===== src/rtl/fighter_pkg.sv =====
// Action-state codes and default frame timings shared by the sequencer, sprite select and hit logic.
// Pure declarations; no latency or flow-control behaviour.
package fighter_pkg;
    localparam int ACT_W = 3;

    typedef enum logic [ACT_W-1:0] {
        ACT_IDLE     = 3'd0,
        ACT_WALK     = 3'd1,
        ACT_JUMP     = 3'd2,
        ACT_STARTUP  = 3'd3,
        ACT_ACTIVE   = 3'd4,
        ACT_RECOVERY = 3'd5,
        ACT_HITSTUN  = 3'd6,
        ACT_KO       = 3'd7
    } act_t;

    localparam int DEF_STARTUP_FRAMES  = 4;
    localparam int DEF_ACTIVE_FRAMES   = 3;
    localparam int DEF_RECOVERY_FRAMES = 8;
    localparam int DEF_HITSTUN_FRAMES  = 12;
    localparam int DEF_CNT_W           = 5;

    // Jump watchdog: longest a jump may wait for the mover to report airborne.
    localparam int JUMP_WD_FRAMES = 255;
    localparam int JUMP_WD_W      = 8;
endpackage


===== src/rtl/frame_timer.sv =====
// Per-frame down-counter: loads on SCEN when asked, otherwise decrements to 0 and holds; done when 0.
// Latency: count visible 1 clk after the SCEN; no backpressure, moves only on SCEN.
module frame_timer #(
    parameter int CNT_W = 5
) (
    input  logic             clk,
    input  logic             reset,
    input  logic             scen,
    input  logic             load,
    input  logic [CNT_W-1:0] load_val,
    output logic [CNT_W-1:0] cnt,
    output logic             done
);
    always_ff @(posedge clk or posedge reset) begin
        if (reset) begin
            cnt <= '0;
        end else if (scen) begin
            if (load) begin
                cnt <= load_val;
            end else if (cnt != '0) begin
                cnt <= cnt - 1'b1;
            end
        end
    end

    assign done = (cnt == '0);
endmodule


===== src/rtl/fighter_action_ctrl.sv =====
// Per-player action sequencer: walk/jump gating, attack phases, hitstun and KO lockout.
// Latency: outputs registered, 1 clk after the deciding SCEN; no backpressure, state moves only on SCEN.
// Optional attack buffering during RECOVERY when INPUT_BUFFER_EN is defined.
module fighter_action_ctrl
    import fighter_pkg::*;
#(
    parameter int STARTUP_FRAMES  = DEF_STARTUP_FRAMES,
    parameter int ACTIVE_FRAMES   = DEF_ACTIVE_FRAMES,
    parameter int RECOVERY_FRAMES = DEF_RECOVERY_FRAMES,
    parameter int HITSTUN_FRAMES  = DEF_HITSTUN_FRAMES,
    parameter int CNT_W           = DEF_CNT_W
) (
    input  logic             clk,
    input  logic             reset,
    input  logic             SCEN,
    input  logic             btn_left,
    input  logic             btn_right,
    input  logic             btn_jump,
    input  logic             btn_attack,
    input  logic             jump_active,
    input  logic             hit_taken,
    input  logic             health_zero,
    output logic             move_enable,
    output logic             move_left,
    output logic             move_right,
    output logic             jump,
    output logic             hitbox_active,
    output logic [2:0]       action_state,
    output logic [CNT_W-1:0] frame_cnt
);
    act_t                 state, state_nxt;
    logic                 prev_jump, prev_atk;
    logic                 jump_rise, atk_rise;
    logic                 jump_seen, jump_seen_nxt;
    logic [JUMP_WD_W-1:0] jump_wd, jump_wd_nxt;
    logic                 left_nxt, right_nxt;
    logic                 tmr_load, tmr_done;
    logic [CNT_W-1:0]     tmr_val;
    logic                 recov_to_startup;

    assign jump_rise = btn_jump & ~prev_jump;
    assign atk_rise  = btn_attack & ~prev_atk;

`ifdef INPUT_BUFFER_EN
    logic buf_atk, buf_atk_nxt;

    // Any exit from RECOVERY (normal end, hitstun, KO) drops the buffered press.
    assign recov_to_startup = buf_atk | atk_rise;
    assign buf_atk_nxt      = (state_nxt == ACT_RECOVERY) &&
                              (buf_atk || (state == ACT_RECOVERY && atk_rise));

    always_ff @(posedge clk or posedge reset) begin
        if (reset) begin
            buf_atk <= 1'b0;
        end else if (SCEN) begin
            buf_atk <= buf_atk_nxt;
        end
    end
`else
    assign recov_to_startup = 1'b0;
`endif

    always_comb begin
        state_nxt = state;
        if (state == ACT_KO || health_zero) begin
            state_nxt = ACT_KO;
        end else if (hit_taken && state != ACT_HITSTUN) begin
            state_nxt = ACT_HITSTUN;
        end else begin
            case (state)
                ACT_IDLE, ACT_WALK: begin
                    if (!jump_active) begin
                        if (atk_rise)                   state_nxt = ACT_STARTUP;
                        else if (jump_rise)             state_nxt = ACT_JUMP;
                        else if (btn_left ^ btn_right)  state_nxt = ACT_WALK;
                        else                            state_nxt = ACT_IDLE;
                    end
                end
                ACT_JUMP: begin
                    if (!jump_active &&
                        (jump_seen || jump_wd == JUMP_WD_W'(JUMP_WD_FRAMES - 1)))
                        state_nxt = ACT_IDLE;
                end
                ACT_STARTUP:  if (tmr_done) state_nxt = ACT_ACTIVE;
                ACT_ACTIVE:   if (tmr_done) state_nxt = ACT_RECOVERY;
                ACT_RECOVERY: if (tmr_done) state_nxt = recov_to_startup ? ACT_STARTUP : ACT_IDLE;
                ACT_HITSTUN:  if (tmr_done) state_nxt = ACT_IDLE;
                default:      state_nxt = state;
            endcase
        end
    end

    always_comb begin
        tmr_load = (state_nxt != state);
        tmr_val  = '0;
        case (state_nxt)
            ACT_STARTUP:  tmr_val = CNT_W'(STARTUP_FRAMES - 1);
            ACT_ACTIVE:   tmr_val = CNT_W'(ACTIVE_FRAMES - 1);
            ACT_RECOVERY: tmr_val = CNT_W'(RECOVERY_FRAMES - 1);
            ACT_HITSTUN:  tmr_val = CNT_W'(HITSTUN_FRAMES - 1);
            default:      tmr_load = 1'b1;  // untimed states pin the count at 0
        endcase

        jump_seen_nxt = 1'b0;
        jump_wd_nxt   = '0;
        if (state == ACT_JUMP && state_nxt == ACT_JUMP) begin
            jump_seen_nxt = jump_seen | jump_active;
            jump_wd_nxt   = jump_seen ? jump_wd : jump_wd + 1'b1;
        end

        // Takeoff direction is latched on the entry frame and held for the whole jump.
        left_nxt  = 1'b0;
        right_nxt = 1'b0;
        case (state_nxt)
            ACT_WALK: begin
                left_nxt  = btn_left & ~btn_right;
                right_nxt = btn_right & ~btn_left;
            end
            ACT_JUMP: begin
                left_nxt  = (state == ACT_JUMP) ? move_left  : btn_left;
                right_nxt = (state == ACT_JUMP) ? move_right : btn_right;
            end
            default: ;
        endcase
    end

    always_ff @(posedge clk or posedge reset) begin
        if (reset) begin
            state         <= ACT_IDLE;
            prev_jump     <= 1'b0;
            prev_atk      <= 1'b0;
            jump_seen     <= 1'b0;
            jump_wd       <= '0;
            move_enable   <= 1'b0;
            move_left     <= 1'b0;
            move_right    <= 1'b0;
            jump          <= 1'b0;
            hitbox_active <= 1'b0;
        end else if (SCEN) begin
            state         <= state_nxt;
            prev_jump     <= btn_jump;
            prev_atk      <= btn_attack;
            jump_seen     <= jump_seen_nxt;
            jump_wd       <= jump_wd_nxt;
            move_enable   <= (state_nxt == ACT_IDLE) || (state_nxt == ACT_WALK) ||
                             (state_nxt == ACT_JUMP);
            move_left     <= left_nxt;
            move_right    <= right_nxt;
            jump          <= (state_nxt == ACT_JUMP) && (state != ACT_JUMP);
            hitbox_active <= (state_nxt == ACT_ACTIVE);
        end
    end

    assign action_state = state;

    frame_timer #(.CNT_W(CNT_W)) u_frame_timer (
        .clk      (clk),
        .reset    (reset),
        .scen     (SCEN),
        .load     (tmr_load),
        .load_val (tmr_val),
        .cnt      (frame_cnt),
        .done     (tmr_done)
    );
endmodule


===== config.mk =====
export PLATFORM = sky130hd
export DESIGN_NAME = fighter_action_ctrl
export DESIGN_NICKNAME = d
export VERILOG_FILES = /design/src/rtl/fighter_pkg.sv /design/src/rtl/frame_timer.sv /design/src/rtl/fighter_action_ctrl.sv
export SDC_FILE = /design/constraint.sdc
export NUM_CORES = 1
export LEC_CHECK = 0
export ABC_AREA = 1
export CAP_MARGIN = 15
export CORE_MARGIN = 2
export CORE_UTILIZATION = 40
export CTS_BUF_LIST = sky130_fd_sc_hd__clkbuf_16
export DETAILED_ROUTE_END_ITERATION = 10
export HOLD_SLACK_MARGIN = 0.08
export PLACE_DENSITY = 0.69
export REMOVE_ABC_BUFFERS = 1
export SYNTH_ARGS = -nofsm -noshare
export SYNTH_HDL_FRONTEND = slang
export SYNTH_SLANG_ARGS = --single-unit

===== constraint.sdc =====
create_clock -name clk -period 3.4 [get_ports clk]
set_input_delay 0.68 -clock clk [delete_from_list [all_inputs] [get_ports clk]]
set_output_delay 0.68 -clock clk [all_outputs]
set_load 0.05 [all_outputs]

# Word-level counts from Yosys, hierarchy flattened
# Index checks and enable logic that the tools add are counted.
dict set report word_totals {
  output_inout_bits 13
  inputBits 10
  wordCells 84
  register_bits 24
}
dict set report op_classes {
  eq_ne 19
  reduce_logical 20
  mux 22
  n_bitwise 10
  addsub 2
}
# op count
set ops {}
lappend ops {{== test 3 bit (second input constant)} 7}
lappend ops {{2-to-1 mux 3 bit} 7}
lappend ops {{2-to-1 mux 8 bit} 2}
lappend ops {{one-hot mux 4 bit (4 select lines)} 1}
lappend ops {{one-hot mux 3 bit (5 select lines)} 1}
lappend ops {{== test 3 x 2 -> 1 bit (second input constant)} 4}
lappend ops {{2-to-1 mux 5 bit} 2}
lappend ops {{adder 8 x 1 -> 8 bit (second input constant)} 1}
lappend ops {{== test 8 bit (second input constant)} 1}
lappend ops {{== test 3 x 1 -> 1 bit (second input constant)} 2}
lappend ops {{logical NOT 3 bit} 2}
lappend ops {{AND reduction 2 bit} 3}
lappend ops {{logical NOT 5 bit} 1}
lappend ops {{2-to-1 mux 1 bit} 5}
lappend ops {{nonzero test 5 bit} 1}
lappend ops {{subtractor 5 x 1 -> 5 bit (second input constant)} 1}
lappend ops {{AND 1 bit} 4}
lappend ops {{logical AND 1 bit} 4}
lappend ops {{logical OR 1 bit} 4}
lappend ops {{2-to-1 mux 2 bit} 2}
lappend ops {{inequality test 2 bit (second input constant)} 2}
lappend ops {{inverter 1 bit} 4}
lappend ops {{one-hot mux 1 bit (2 select lines)} 2}
lappend ops {{OR reduction 2 bit} 2}
lappend ops {{8 further kinds} 8}

# Depth between registers and ports, before layout
dict set report depth {
  depth_word 13
  ltp_mapped 17
  mapped_depth_nobuf 17
}

# Cells and area by module
# A second synthesis with hierarchy kept.
dict set report unflattened {
  cells_unflattened 235
  hier_area_um2 1711.6
}
# module seq_area_each_um2 cells_each n_inst area_each_um2
set by_module_without_submodules {}
lappend by_module_without_submodules {fighter_action_ctrl 475.5 188 1 1372.6}
lappend by_module_without_submodules {frame_timer 125.1 47 1 339.1}

# Worst setup path before layout
# OpenSTA, ideal clock, no wires.
dict set report synth_timing {
  path_type {register to register}
  from {reg u_frame_timer.cnt[0]}
  to {reg jump_wd[6]}
  path_slack_ns 1.037
  t_arrival_ns 2.289
  period_less_slack_ns 2.363
  stages_incl_launch_ff 17
  required_time_ns 3.326
  setup_time_ns 0.074
  n_path_buf 1
  cell_sequence {dfrtp_1 -> inv_1 -> ha_1 -> inv_1 -> nor2_1 -> nand2_1 -> nor2_1 -> nor2_2 -> nand3_2 -> a21oi_4 -> nand3_4 -> nor2_8 -> nor2_4 -> nor2_8 -> buf_12 -> nand2_2 -> o21ai_2}
}
dict set report synth_via {
  elab_chain_cells 9
  elab_cells_between_ends 12
  cone_classes {eq/ne (2); mux (7); reduce/logical (3)}
}
# element line
set synth_lines {}
lappend synth_lines {{start, declared} frame_timer.sv:11} ;# output logic [CNT_W-1:0] cnt,
lappend synth_lines {{start signal, assigned} frame_timer.sv:19} ;# cnt <= load_val;
lappend synth_lines {{start signal, assigned} frame_timer.sv:21} ;# cnt <= cnt - 1'b1;
lappend synth_lines {{logical NOT 5 bit *} frame_timer.sv:26} ;# assign done = (cnt == '0);
lappend synth_lines {{2-to-1 mux 3 bit, on equally long branches} --}
lappend synth_lines {{one-hot mux 3 bit (5 select lines) *} fighter_action_ctrl.sv:70} ;# case (state)
lappend synth_lines {{2-to-1 mux 3 bit *} fighter_action_ctrl.sv:67} ;# end else if (hit_taken && state != ACT_HITSTUN) begin
lappend synth_lines {{2-to-1 mux 3 bit *} fighter_action_ctrl.sv:65} ;# if (state == ACT_KO || health_zero) begin
lappend synth_lines {{== test 3 x 2 -> 1 bit *} fighter_action_ctrl.sv:106} ;# if (state == ACT_JUMP && state_nxt == ACT_JUMP) begin
lappend synth_lines {{logical AND 1 bit *} fighter_action_ctrl.sv:106}
lappend synth_lines {{inequality test 2 bit (no source line)} --}
lappend synth_lines {{AND reduction 2 bit (no source line)} --}
lappend synth_lines {{end signal, assigned} fighter_action_ctrl.sv:144} ;# jump_wd <= jump_wd_nxt;
lappend synth_lines {{end, declared} fighter_action_ctrl.sv:35} ;# logic [JUMP_WD_W-1:0] jump_wd, jump_wd_nxt;
# Every way passes the cells marked *; elsewhere a longest branch is shown, timed or not.
# A chain may end at the register's enable or synchronous reset.

# Final worst setup path
dict set report layout_timing {
  from {in btn_left}
  to {reg jump_wd[0]}
}
dict set report layout_via {
  elab_chain_cells 12
  elab_cells_between_ends 13
  cone_classes {eq/ne (2); mux (8); bitwise (1); reduce/logical (2)}
}
# element line
set layout_lines {}
lappend layout_lines {{start, declared} fighter_action_ctrl.sv:16} ;# input logic btn_left,
lappend layout_lines {{XOR 1 bit *} fighter_action_ctrl.sv:75} ;# else if (btn_left ^ btn_right) state_nxt = ACT_WALK;
lappend layout_lines {{2-to-1 mux 1 bit *} fighter_action_ctrl.sv:75}
lappend layout_lines {{2-to-1 mux 2 bit *} fighter_action_ctrl.sv:74} ;# else if (jump_rise) state_nxt = ACT_JUMP;
lappend layout_lines {{2-to-1 mux 2 bit *} fighter_action_ctrl.sv:73} ;# if (atk_rise) state_nxt = ACT_STARTUP;
lappend layout_lines {{2-to-1 mux 3 bit *} fighter_action_ctrl.sv:72} ;# if (!jump_active) begin
lappend layout_lines {{one-hot mux 3 bit (5 select lines) *} fighter_action_ctrl.sv:70}
lappend layout_lines {{2-to-1 mux 3 bit *} fighter_action_ctrl.sv:67}
lappend layout_lines {{2-to-1 mux 3 bit *} fighter_action_ctrl.sv:65}
lappend layout_lines {{== test 3 x 2 -> 1 bit *} fighter_action_ctrl.sv:106}
lappend layout_lines {{logical AND 1 bit *} fighter_action_ctrl.sv:106}
lappend layout_lines {{inequality test 2 bit (no source line)} --}
lappend layout_lines {{AND reduction 2 bit (no source line)} --}
# Marked as above.

==> key figures <==
Layout
  • Fillers: 443
  • Final Util: 48.5%
  • Synthesis-to-layout area growth: 18.7%
  • Max reg flops: 8
  • ANT cells: 0
  • Layout cells sized above 1: 14.3%
  • Largest reg by FF count: jump_wd
  • Layout Nets: 276

STA
  • Final min period: 2.63 ns
  • Achievable frequency: 380 MHz
  • Crit share post-route: 77.5%
  • Hold Fails Final Rpt: 0
  • Final-report setup violation count: 0
  • Unrepaired setup endpoints after global routing: no
  • Worst-margin pin slew: 0.917 ns
  • Slew Limit Fails: 0
  • Post-Route Skew: 0.00587 ns
  • Rel. slew slack: 38.8%
  • Setup_tns: 0 ns

Synthesis
  • Yosys reg bits: 24
  • Mapped Area: 1750 sq um
  • Synth top area share: 34.2%
  • Prevailing post-synth register cell: dfrtp_1
  • Post-synth ARST share: 100%
  • Register area share after synthesis: 34.2%
  • XOR/XNOR Fraction of Synth Area: 3.50%
  • Cell taking the most area after synthesis: dfrtp_1
  • Avg Synthesized Cell Area: 7.40 sq um
  • Post-Synth Simple-Gate Area: 38.3%
  • Largest cells by area after synthesis: dfrtp_1 34%, nand2_1 16%, nand3_1 7.7%
  • Synth cell count leaders: 75 x nand2_1, 27 x inv_1, 27 x nand3_1
  • Syn Inst Count: 237
  • Count leader, synth: nand2_1
  • Mux contribution to synthesized area: 0%
  • Post-Synth Adder-Cell Area: 4.28%
  • Yosys warning count: 0
  • Synth Area in Compound Gates: 10.3%
  • Post-synth cell types: 34
  • Post-synth EDFFs: 0
  • Combinational family with the most area after synthesis: simple AND/OR/NAND/NOR gates

Drt
  • Vias per cell: 5.02
  • 1st-iter DRT viols: 89
  • Post-DRT Antenna Nets: 0
  • First-pass DRT Iterations: 4
  • Routed length per placed instance: 11.3 microns
  • Via count: 1561
  • DR DRC count: 0
  • Post-Route WL: 3510 microns

Critical path
  • CP Class: in -> reg
  • Critical Path AT: 2.82 ns
  • CP cell instances: clkdlybuf4s50_1 -> inv_1 -> ha_1 -> inv_1 -> nand2_1 -> nand3_1 -> nand2_1 -> nand3_2 -> a21oi_4 -> nand3_4 -> nor2_8 -> nor2_4 -> nor2_8 -> nand2_1 -> o21ai_2
  • CP startpoint kind: input port
  • CP required: 3.59 ns
  • Max stage delay cell, worst path: clkdlybuf4s50_1
  • Reg2Reg Depth: 14
  • Most used cell, CP: nand2_1
  • Max incr delay on CP: 0.48 ns
  • Critical path depth: 15
  • Worst-path fanout max: 15
  • CP delay by family, top: simple AND/OR/NAND/NOR gates
  • Worst Path Buf+Inv: 3
  • Crit path capture type: flip-flop

Clock tree
  • Post-cts resize count: 0
  • H-Tree Depth: 1
  • CTS tree: done
  • Worst-Skew Late Latency: 0.26 ns
  • Sink Count: 24
  • Clk buf depth: 2
  • Root Buffer: clkbuf_16
  • CTS buffer count: 3
  • Postcts setup bufs: 0
  • Worst-path clk slew: 0.06 ns
  • Hold Buf Count CTS: 0

GRT
  • GR Util met2: 24.9%
  • Total track usage: 16.0%
  • Largest net degree at the start of global routing: 25
  • Met3 GRT Util: 1.88%
  • Initial antenna violation count: 0
  • First-pass GRT wire length: 6460 microns
  • Total grt overflow: 0
  • Gr busiest metal: met2
  • Vias in the first global route: 1497
  • Met1 GRT Util: 22.5%

Placement
  • Dpl hpwl: 2660 microns
  • Routability cong.: 0.846
  • PortBufs: 22

Floorplan
  • Die area: 4930 sq um
  • Die H: 70.2 microns
  • Die width: 70.2 microns
  • Initial Utilization: 40.9%
  • Row cnt: 24
  • IO Count: 23
  • Area of the core: 4290 sq um

Power and ir drop
  • Leakage power: 0.00106 uW
  • VDD IR max: 0.236 mV
  • Pwr Density: 616 nW/um^2

Run status
  • Status: finished clean

Hold path
  • Hold crit path type: reg -> reg
  • Cells on Worst Hold Path: 2

Flow run
  • Max-cap viol count: 0
## cell families after synthesis
group | count (synthesis)
AOI/OAI and AO/OA | 25
xor gates and xnor gates | 7
adders and majority gates | 6
buffers and inverters | 37
DFF | 24
and+or+nand+nor | 138
## power by group
group	internal (uW)	switching, uW	total (uW)
Sequential	322	52.1	374
Combinational	218	433	651
Clock	157	99.4	257
## through the flow
stage	power (uW)	hold WS (ns)	std cells	worst slack, ns	instance area (sq um)
floorplan	869	0.491	232	1.01	1710
global placement	1020	0.461	307	0.553	2000
detailed placement	1030	0.461	307	0.486	2000
CTS	1290	0.477	311	0.741	2080
global route	1390	0.513	311	0.581	2080
finish	1280	0.469	311	0.765	2080
## cell type report
class	instances	area (sq um)	area share (%)
repair buffers	23	228	10.9
multi-input cells	176	988	47.5
clock inverters	1	3.75	0.180
inverters	32	121	5.83
flip-flops and latches	24	601	28.8
clock buffers	3	75.1	3.61
well taps	52	65.1	3.12
## cell usage in the layout, fill, tap and decap left out
cell type,instances
nor3_2,1
nor2_8,2
xor2_1,4
a22o_1,1
nor2_4,1
buf_4,1
clkinv_1,1
nand2_4,1
nand4_1,4
inv_1,27
a21oi_4,1
nor2_2,4
nor3_1,2
ha_1,6
nand3_2,2
clkbuf_16,3
o21ai_0,3
nand3_1,27
o22ai_1,2
clkinv_2,1
a21oi_1,7
nand3_4,1
inv_2,4
a32o_1,1
o21ai_2,8
clkdlybuf4s50_1,22
dfrtp_1,24
nand2_1,75
o31ai_1,1
xnor2_1,3
o21ai_1,1
or2_2,2
nor2_1,11
nand2_2,5
## tightest hold or removal path: cells and delay by family (launching register included)
| kind | cells | cell delay, ns |
|---|---|---|
| flops | 1 | 0.34 |
| simple gates | 2 | 0.09 |
## metal layers
metal  wire, microns  part of all wire, %
met1            1820                   52
met5               0                    0
met2            1530                   44
met3             103                  2.9
met4              54                  1.5
## final timing paths
path,slack (ns),to,start
worst min-delay path,0.47,move_right,move_right
worst max register to register,1.14,jump_wd[0],u_frame_timer.cnt[0]
min in group asynchronous,0.93,move_enable,reset
worst max-delay path,0.77,jump_wd[0],btn_left
worst min register to register,0.47,move_right,move_right
max in group asynchronous,1.91,jump_seen,reset
(Power assumes the default switching activity.)
